--- src/rtl/sd_fifo_pkg.sv ---
// Shared constants and helpers for the SD host stream FIFO.
// Holds the default almost-full margin and the level/pointer width rule.
package sd_fifo_pkg;

  localparam int AF_MARGIN_DEFAULT = 4;

  // The level counts 0..2**depth_log2 inclusive, so it needs one extra bit over a pointer.
  function automatic int level_width(input int depth_log2);
    return depth_log2 + 1;
  endfunction

endpackage

--- src/rtl/sd_fifo_ram.sv ---
// Simple dual-port storage for the stream FIFO.
// One write port and one registered read port with a read enable; no reset.
module sd_fifo_ram #(
  parameter int WIDTH  = 9,
  parameter int ADDR_W = 9
) (
  input  logic              clk,
  input  logic              we_i,
  input  logic [ADDR_W-1:0] waddr_i,
  input  logic [WIDTH-1:0]  wdata_i,
  input  logic              re_i,
  input  logic [ADDR_W-1:0] raddr_i,
  output logic [WIDTH-1:0]  rdata_o
);

  logic [WIDTH-1:0] mem_q [2**ADDR_W];
  logic [WIDTH-1:0] rdata_q;

  // NOTE: the array has no reset branch so it maps onto block RAM; the control
  // logic never reads a location that has not been written since reset.
  always_ff @(posedge clk) begin
    if (we_i) mem_q[waddr_i] <= wdata_i;
    if (re_i) rdata_q <= mem_q[raddr_i];
  end

  assign rdata_o = rdata_q;

endmodule

--- src/rtl/sd_stream_fifo.sv ---
// First-word-fall-through AXI-Stream FIFO for the SD host data path.
// Registered-read RAM feeds a prefetch stage, which feeds one registered output stage.
module sd_stream_fifo
  import sd_fifo_pkg::*;
#(
  parameter int WIDTH      = 8,
  parameter int DEPTH_LOG2 = 9,
  parameter int AF_MARGIN  = AF_MARGIN_DEFAULT
) (
  input  logic                  clk,
  input  logic                  resetn_in,
  input  logic [WIDTH-1:0]      in_tdata,
  input  logic                  in_tlast,
  input  logic                  in_tvalid,
  output logic                  in_tready,
  output logic [WIDTH-1:0]      out_tdata,
  output logic                  out_tlast,
  output logic                  out_tvalid,
  input  logic                  out_tready,
  output logic                  almostfull,
  output logic [DEPTH_LOG2:0]   level,
  output logic [DEPTH_LOG2:0]   blocks
);

  localparam int LW    = level_width(DEPTH_LOG2);
  localparam int DEPTH = 2**DEPTH_LOG2;
  localparam logic [LW-1:0] DEPTH_L   = LW'(DEPTH);
  localparam logic [LW-1:0] AF_THRESH = LW'(DEPTH - AF_MARGIN);

  logic [DEPTH_LOG2-1:0] wr_ptr_q, wr_ptr_d;
  logic [DEPTH_LOG2-1:0] rd_ptr_q, rd_ptr_d;
  logic [LW-1:0]         ram_cnt_q, ram_cnt_d;
  logic [LW-1:0]         level_q, level_d;
  logic [LW-1:0]         blocks_q, blocks_d;
  logic                  ram_valid_q, ram_valid_d;
  logic                  out_valid_q;
  logic [WIDTH-1:0]      out_data_q;
  logic                  out_last_q;
  logic                  in_ready_q;
  logic                  almostfull_q;

  logic                  wr_en, rd_fire, load_out, ram_re;
  logic [WIDTH:0]        ram_rdata;

  // ram_cnt counts words written but not yet read out of the RAM. Reading only when it
  // is non-zero keeps the read address off the write address: when all DEPTH words
  // sit in the RAM, level is DEPTH and in_tready is already low.
  // NOTE: every signal assigned here gets a default first, so no path leaves one
  // unassigned and no latch is inferred.
  always_comb begin
    wr_en       = in_tvalid & in_ready_q;
    rd_fire     = out_valid_q & out_tready;
    load_out    = ram_valid_q & (~out_valid_q | rd_fire);
    ram_re      = (ram_cnt_q != '0) & (~ram_valid_q | load_out);
    ram_valid_d = ram_re | (ram_valid_q & ~load_out);

    wr_ptr_d = wr_en  ? wr_ptr_q + 1'b1 : wr_ptr_q;
    rd_ptr_d = ram_re ? rd_ptr_q + 1'b1 : rd_ptr_q;

    ram_cnt_d = ram_cnt_q;
    unique case ({wr_en, ram_re})
      2'b10:   ram_cnt_d = ram_cnt_q + 1'b1;
      2'b01:   ram_cnt_d = ram_cnt_q - 1'b1;
      default: ram_cnt_d = ram_cnt_q;
    endcase

    level_d = level_q;
    unique case ({wr_en, rd_fire})
      2'b10:   level_d = level_q + 1'b1;
      2'b01:   level_d = level_q - 1'b1;
      default: level_d = level_q;
    endcase

    blocks_d = blocks_q;
    unique case ({wr_en & in_tlast, rd_fire & out_last_q})
      2'b10:   blocks_d = blocks_q + 1'b1;
      2'b01:   blocks_d = blocks_q - 1'b1;
      default: blocks_d = blocks_q;
    endcase
  end

  sd_fifo_ram #(
    .WIDTH  (WIDTH + 1),
    .ADDR_W (DEPTH_LOG2)
  ) u_ram (
    .clk     (clk),
    .we_i    (wr_en),
    .waddr_i (wr_ptr_q),
    .wdata_i ({in_tlast, in_tdata}),
    .re_i    (ram_re),
    .raddr_i (rd_ptr_q),
    .rdata_o (ram_rdata)
  );

  // NOTE: state registers use non-blocking assignments so every flop samples the
  // pre-edge values, independent of statement order.
  always_ff @(posedge clk or negedge resetn_in) begin
    if (!resetn_in) begin
      wr_ptr_q     <= '0;
      rd_ptr_q     <= '0;
      ram_cnt_q    <= '0;
      level_q      <= '0;
      blocks_q     <= '0;
      ram_valid_q  <= 1'b0;
      out_valid_q  <= 1'b0;
      out_data_q   <= '0;
      out_last_q   <= 1'b0;
      in_ready_q   <= 1'b0;
      almostfull_q <= 1'b0;
    end else begin
      wr_ptr_q     <= wr_ptr_d;
      rd_ptr_q     <= rd_ptr_d;
      ram_cnt_q    <= ram_cnt_d;
      level_q      <= level_d;
      blocks_q     <= blocks_d;
      ram_valid_q  <= ram_valid_d;
      in_ready_q   <= (level_d < DEPTH_L);
      almostfull_q <= (level_q >= AF_THRESH);
      if (load_out) begin
        out_valid_q <= 1'b1;
        out_data_q  <= ram_rdata[WIDTH-1:0];
        out_last_q  <= ram_rdata[WIDTH];
      end else if (rd_fire) begin
        out_valid_q <= 1'b0;
      end
    end
  end

  assign in_tready  = in_ready_q;
  assign out_tvalid = out_valid_q;
  assign out_tdata  = out_data_q;
  assign out_tlast  = out_last_q;
  assign almostfull = almostfull_q;
  assign level      = level_q;
  assign blocks     = blocks_q;

endmodule

--- config.mk ---
export PLATFORM = sky130hd
export DESIGN_NAME = sd_stream_fifo
export DESIGN_NICKNAME = d
export VERILOG_FILES = /design/src/rtl/sd_fifo_pkg.sv /design/src/rtl/sd_fifo_ram.sv /design/src/rtl/sd_stream_fifo.sv
export SDC_FILE = /design/constraint.sdc
export NUM_CORES = 2
export LEC_CHECK = 0
export CAP_MARGIN = 40
export CORE_ASPECT_RATIO = 1.1
export CORE_UTILIZATION = 55
export CTS_BUF_LIST = sky130_fd_sc_hd__clkbuf_4 sky130_fd_sc_hd__clkbuf_8
export CTS_CLUSTER_DIAMETER = 100
export CTS_CLUSTER_SIZE = 25
export DETAILED_ROUTE_END_ITERATION = 12
export PLACE_DENSITY = 0.71
export SLEW_MARGIN = 5
export SYNTH_ARGS = -nofsm -noshare
export SYNTH_HDL_FRONTEND = slang
export SYNTH_MEMORY_MAX_BITS = 65536
export SYNTH_SLANG_ARGS = --single-unit
--- constraint.sdc ---
create_clock -name clk -period 8 [get_ports clk]
set_input_delay 0.8 -clock clk [delete_from_list [all_inputs] [get_ports clk]]
set_output_delay 0.8 -clock clk [all_outputs]
set_load 0.005 [all_outputs]
* Word-level counts from Yosys, hierarchy flattened
Memories as Yosys holds them, arrays and structs flattened. A register that Yosys moved wholly into a read port is not among the register bits.
Cells that the tools add are included.
** Cells by class
- Multiplexer cells :: 7
- Reduce and logical (&&, ||, !) cells :: 4
- Bitwise logic cells :: 13
- $lt $le $gt $ge :: 2
- Add/subtract/negate cells :: 8
- Eq/ne operators :: 6
** Operator list (count)
- $pmux W10 S2 :: 3
- $add A10 B1 Y10 const B :: 3
- $sub A10 B1 Y10 const B :: 3
- $add A9 B1 Y9 const B :: 2
- $ge A10 B9 Y1 const B :: 1
- $lt A10 B10 Y1 const B :: 1
- $reduce_bool A10 Y1 :: 1
- $and A1 B1 Y1 :: 7
- $eq A2 B1 Y1 const B :: 3
- $eq A2 B2 Y1 const B :: 3
- $reduce_bool A2 Y1 :: 3
- $mux W1 :: 4
- $not A1 Y1 :: 3
- $or A1 B1 Y1 :: 3
** Word-level totals
- Memory bits (writable) :: 4608
- Output and inout bits :: 32
- Bits in registers :: 61
- Word-level logic and storage cells :: 52
- Input bits :: 13
- Memories :: 1
** Memories
- u_ram.mem_q :: depth 512, bits a word 9, rd ports 1, clocked after memory_dff 1, write ports 1, line sd_fifo_ram.sv:16 : logic [WIDTH-1:0] mem_q [2**ADDR_W];

* Logic depth before layout (Yosys ltp)
- Word-level depth :: 7
- Depth in mapped cells :: 13
- Depth with buffers taken out :: 12

* Cells and area by module
A second synthesis with hierarchy kept.
** Unflattened totals
- Cells, all modules :: 9223
- Area total of the unflattened synthesis :: 183222.0 um^2
** By module, submodules not included
- sd_fifo_ram :: instances 1, cells an instance 8888, area an instance 179704.9 um^2, seq. area each 138643.0 um^2
- sd_stream_fifo :: instances 1, cells an instance 335, area an instance 3517.1 um^2, seq. area each 1526.5 um^2

* Worst setup path after synthesis
No wires, ideal clock.
- Path type :: input to register
- Start point :: input out_tready
- End point :: register ram_cnt_q[8]
- Path buffers :: 0
- Arrival time :: 3.670 ns
- Data required time :: 7.864 ns
- Library setup time :: 0.136 ns
- Stages on the path :: 11
- Setup slack :: 4.193 ns
- Cells stage by stage :: nor2b_1 a21oi_1 ha_1 ha_1 a21o_1 a21oi_1 o21bai_1 a21o_1 a21oi_1 nor4_1 or3b_2
** On the way
- Word-level cells in the longest chain between the ends :: 7
- Elaborated cells between the ends (all ways) :: 9
- Classes of those cells :: 2 x eq/ne; 1 x mux; 5 x bitwise; 1 x reduce/logical
** Ends and longest elaborated chain
- start: declaration :: line sd_stream_fifo.sv:19 : input logic out_tready,
- $and A1 B1 Y1 (*) :: line sd_stream_fifo.sv:52 : rd_fire = out_valid_q & out_tready;
- $or A1 B1 Y1 (*) :: line sd_stream_fifo.sv:53 : load_out = ram_valid_q & (~out_valid_q | rd_fire);
- $and A1 B1 Y1 (*) :: line sd_stream_fifo.sv:53
- $or A1 B1 Y1 (*) :: line sd_stream_fifo.sv:54 : ram_re = (ram_cnt_q != '0) & (~ram_valid_q | load_out);
- $and A1 B1 Y1 (*) :: line sd_stream_fifo.sv:54
- net ram_re :: line sd_stream_fifo.sv:42 : logic wr_en, rd_fire, load_out, ram_re;
- $eq A2 B1 Y1 / $eq A2 B2 Y1 (equally long branches) :: line sd_stream_fifo.sv:61 : unique case ({wr_en, ram_re})
- $pmux W10 S2 / $reduce_bool A2 Y1 (equally long branches)
- end signal: assignment :: line sd_stream_fifo.sv:113 : ram_cnt_q <= ram_cnt_d;
- end: declaration :: line sd_stream_fifo.sv:32 : logic [LW-1:0] ram_cnt_q, ram_cnt_d;
The timed path passes the listed nets; every way through them passes the cells marked *.
A chain may end at the register's enable or synchronous reset.

==> results.md <==
- Hold wc startpoint: in_tdata[7]
- CP Max Fanout: 41
- Met2 WL: 235000 um
- Initial Util: 0.554
- TritonRoute pass-1 iters: 10
- Slew HR: 0.232
- Max Clk Rate: 202 MHz
- Internal reg-to-reg setup slack: 3.05 ns
- CTS Hold Bufs: 1
- Power per cell area: 300 nW/um2
- Post-route setup TNS: 0 ns
- Worst IR Drop VDD: 0.304 mV
- Number of antenna violations at the first check in global routing: 33
- Synth area leader: edfxtp_1
- Max Root-Sink Buffers: 4
- Die Y-Extent: 606 um
- Final hold violations: 0
- Synth Flop Type: edfxtp_1
- Seq/Total Area, Yosys: 0.768
- Die footprint: 334000 um2
- Clock Skew: 0.0969 ns
- Clock sinks: 4678
- Worst path required time: 8.86 ns
- Post-synth top cells: 4617 x edfxtp_1, 989 x mux4_2, 592 x nor2_1, 345 x mux2i_1, 219 x nand2_1
- Minimum clock period after layout: 4.95 ns
- GRT Overall Usage: 0.297
- HP Class: primary input to flop
- Area growth syn-to-layout: 5.94%
- Status: finished, final reports clean
- Crit-path cells: buf_12 > buf_4 > mux4_1 > nand2_1 > a21oi_1 > nor3_1 > a31oi_1 > a221oi_1 > a41oi_1
- Root Buffer: clkbuf_8
- R2R Path End: u_ram.rdata_o[6]$_DFFE_PP_
- H-tree levels: 4
- Hold Path Depth: 1
- Bufs and invs on worst path: 2
- Wire per inst: 37.4 um
- Vias in the first global route: 89900
- Pin count of the biggest net entering global routing: 198
- CP Launch Point: rd_ptr_q[0]$_DFFE_PN0P_
- Share of cells above drive strength 1: 0.209
- Total CTS buffers: 213
- Total Power: 58000 uW
- Post-Layout Inst Area: 193000 um2
- Placement Cell Area: 189000 um2
- Syn avg cell area: 21.0 um2
- FF+latch count, synth: 4678
- Pre-CTS setup slack: 3.18 ns
- Wire length on met3: 61000 um
- Detailed-route DRC error count: 0
- Top Metal Used: met5
- Mapped Area: 182000 um2
- Post-synth ARST share: 0.0130
- Top-area cell type share of the netlist area: 0.760
- Largest stage delay, worst path: 0.96 ns
- Max Slew Vio Count: 0
- Initial DRC Count: 15500
- I/O Buffers: 44
- Antenna-violating nets left: 0
- FF-to-FF path depth: 9
- Worst path slowest cell: a221oi_1
- Final-stage net count: 8941
- Io pins: 45
- Die Wd: 551 um
- Worst hold margin: 0.198 ns
- Post-CTS Setup Inserts: 0
- Fin crit share: 0.618
- Worst-path clk slew: 0.14 ns
- P_leak: 0.0593 uW
- Yosys Warn Count: 0
- Startpoint types: flop
- Via density: 6.97
- Worst r2r src: rd_ptr_q[0]$_DFFE_PN0P_
- Post-synthesis instance total: 8680
- Final HPWL DP: 300000 um
- Final WS setup: 3.05 ns
- Critical path data arrival time: 5.80 ns
- Count leader, synth: edfxtp_1
- GP Congestion: 0.893
- CP endpoint kind: flop
- Grt total ovfl: 0
- Final setup fails: 0
- Met1 WL: 176000 um
- Cell variety after synth: 86
- Worst-Margin Slew: 1.15 ns
- RSZ-0062 raised after global routing: no
- CP top delay family: compound AO/OA/AOI/OAI gates
- EDFF count, synth: 4617
- Cell Rows: 221
- Routed WL: 498000 um
- Maxcap violations: 0
- CTS tree: done
- First-pass GRT wire length: 693000 um
- Std-Cell Core Area: 330000 um2
- Hold worst-path end: u_ram.mem_q[228][7]$_DFFE_PP_
- Post_cts resized: 0
- Via count: 92800
- Crit Path Category: flop to flop
- Net Count, Synth: 8728
- Worst skew pair latency: 1.15 ns
- Synth top area cells: edfxtp_1 76%, mux4_2 12%, mux2i_1 1.9%, nor2_1 1.2%, dfrtp_1 0.84%
[routing by layer]
metal | track usage | up-vias
met5 | 0 | -
met4 | 0.126 | 12
met3 | 0.0708 | 1064
met2 | 0.466 | 6607
met1 | 0.402 | 48800
li1 | - | 36300
[sequential cells by signal, summed over array words and instances, names as in the netlist]
signal and count:
out_tdata 8, wr_ptr_q 9, level 10, u_ram.rdata_o 9, out_tvalid 1, rd_ptr_q 9, in_tready 1, ram_valid_q 1
out_tlast 1, u_ram.mem_q 4608, blocks 10, ram_cnt_q 10, almostfull 1
[layout by cell type (no fill, tap or decap), types with 22 or more instances in the layout]
master,count
dfrtp_1,54
nor2_1,587
ha_1,32
nor2b_1,22
edfxtp_1,4617
buf_12,39
inv_1,25
clkdlybuf4s50_1,34
clkbuf_4,43
a31oi_1,31
mux4_2,989
mux2_2,43
o21ai_0,98
mux2i_1,345
a221oi_1,74
o22ai_1,71
xnor2_1,28
a22o_1,34
nor3_1,29
mux4_1,34
a211oi_1,48
diode_2,22
buf_4,412
a22oi_1,148
a21oi_1,143
o221ai_1,71
nand2_1,206
nand3_1,68
clkbuf_8,217
[area by class of cell]
class | instances | area, um2
Timing Repair Buffer | 536 | 4930
Antenna cell | 22 | 55.1
Tap cell | 4348 | 5440
Inverter | 29 | 123
Fill cell | 23100 | 136000
Clock inverter | 4 | 40.0
Sequential cell | 4678 | 140000
Multi-Input combinational cell | 3435 | 39200
Clock buffer | 260 | 3310
[power by group]
group	switching, uW	internal [uW]
Clock	6900	2700
Sequential	402	27200
Combinational	13100	7790
Total	20400	37600
[kinds of logic after synthesis]
kind of cell | share of synthesized area
and+or+nand+nor | 0.0245
DFF | 0.768
adders and majority gates | 0.00252
muxes | 0.149
buffers and inverters | 0.0190
AOI/OAI and AO/OA | 0.0353
xor gates and xnor gates | 0.00182
[worst max path at each step]
stage	slack [ns]	to	depth (start not counted)
floorplan	4.19	ram_cnt_q[8]$_DFFE_PN0P_	11
global placement	2.37	u_ram.rdata_o[8]$_DFFE_PP_	7
detailed placement	3.18	u_ram.rdata_o[5]$_DFFE_PP_	11
CTS	3.15	u_ram.rdata_o[5]$_DFFE_PP_	11
global route	3.03	u_ram.rdata_o[3]$_DFFE_PP_	10
finish	3.05	u_ram.rdata_o[6]$_DFFE_PP_	9
[metrics by stage]
stage | std cells | utilization
after floorplan | 8680 | -
after global placement | 12700 | 0.568
after detailed placement | 13000 | 0.575
after CTS | 13300 | 0.585
after global routing | 13300 | 0.586
final | 13300 | 0.586
No activity file was read; power rests on OpenSTA's default activity.
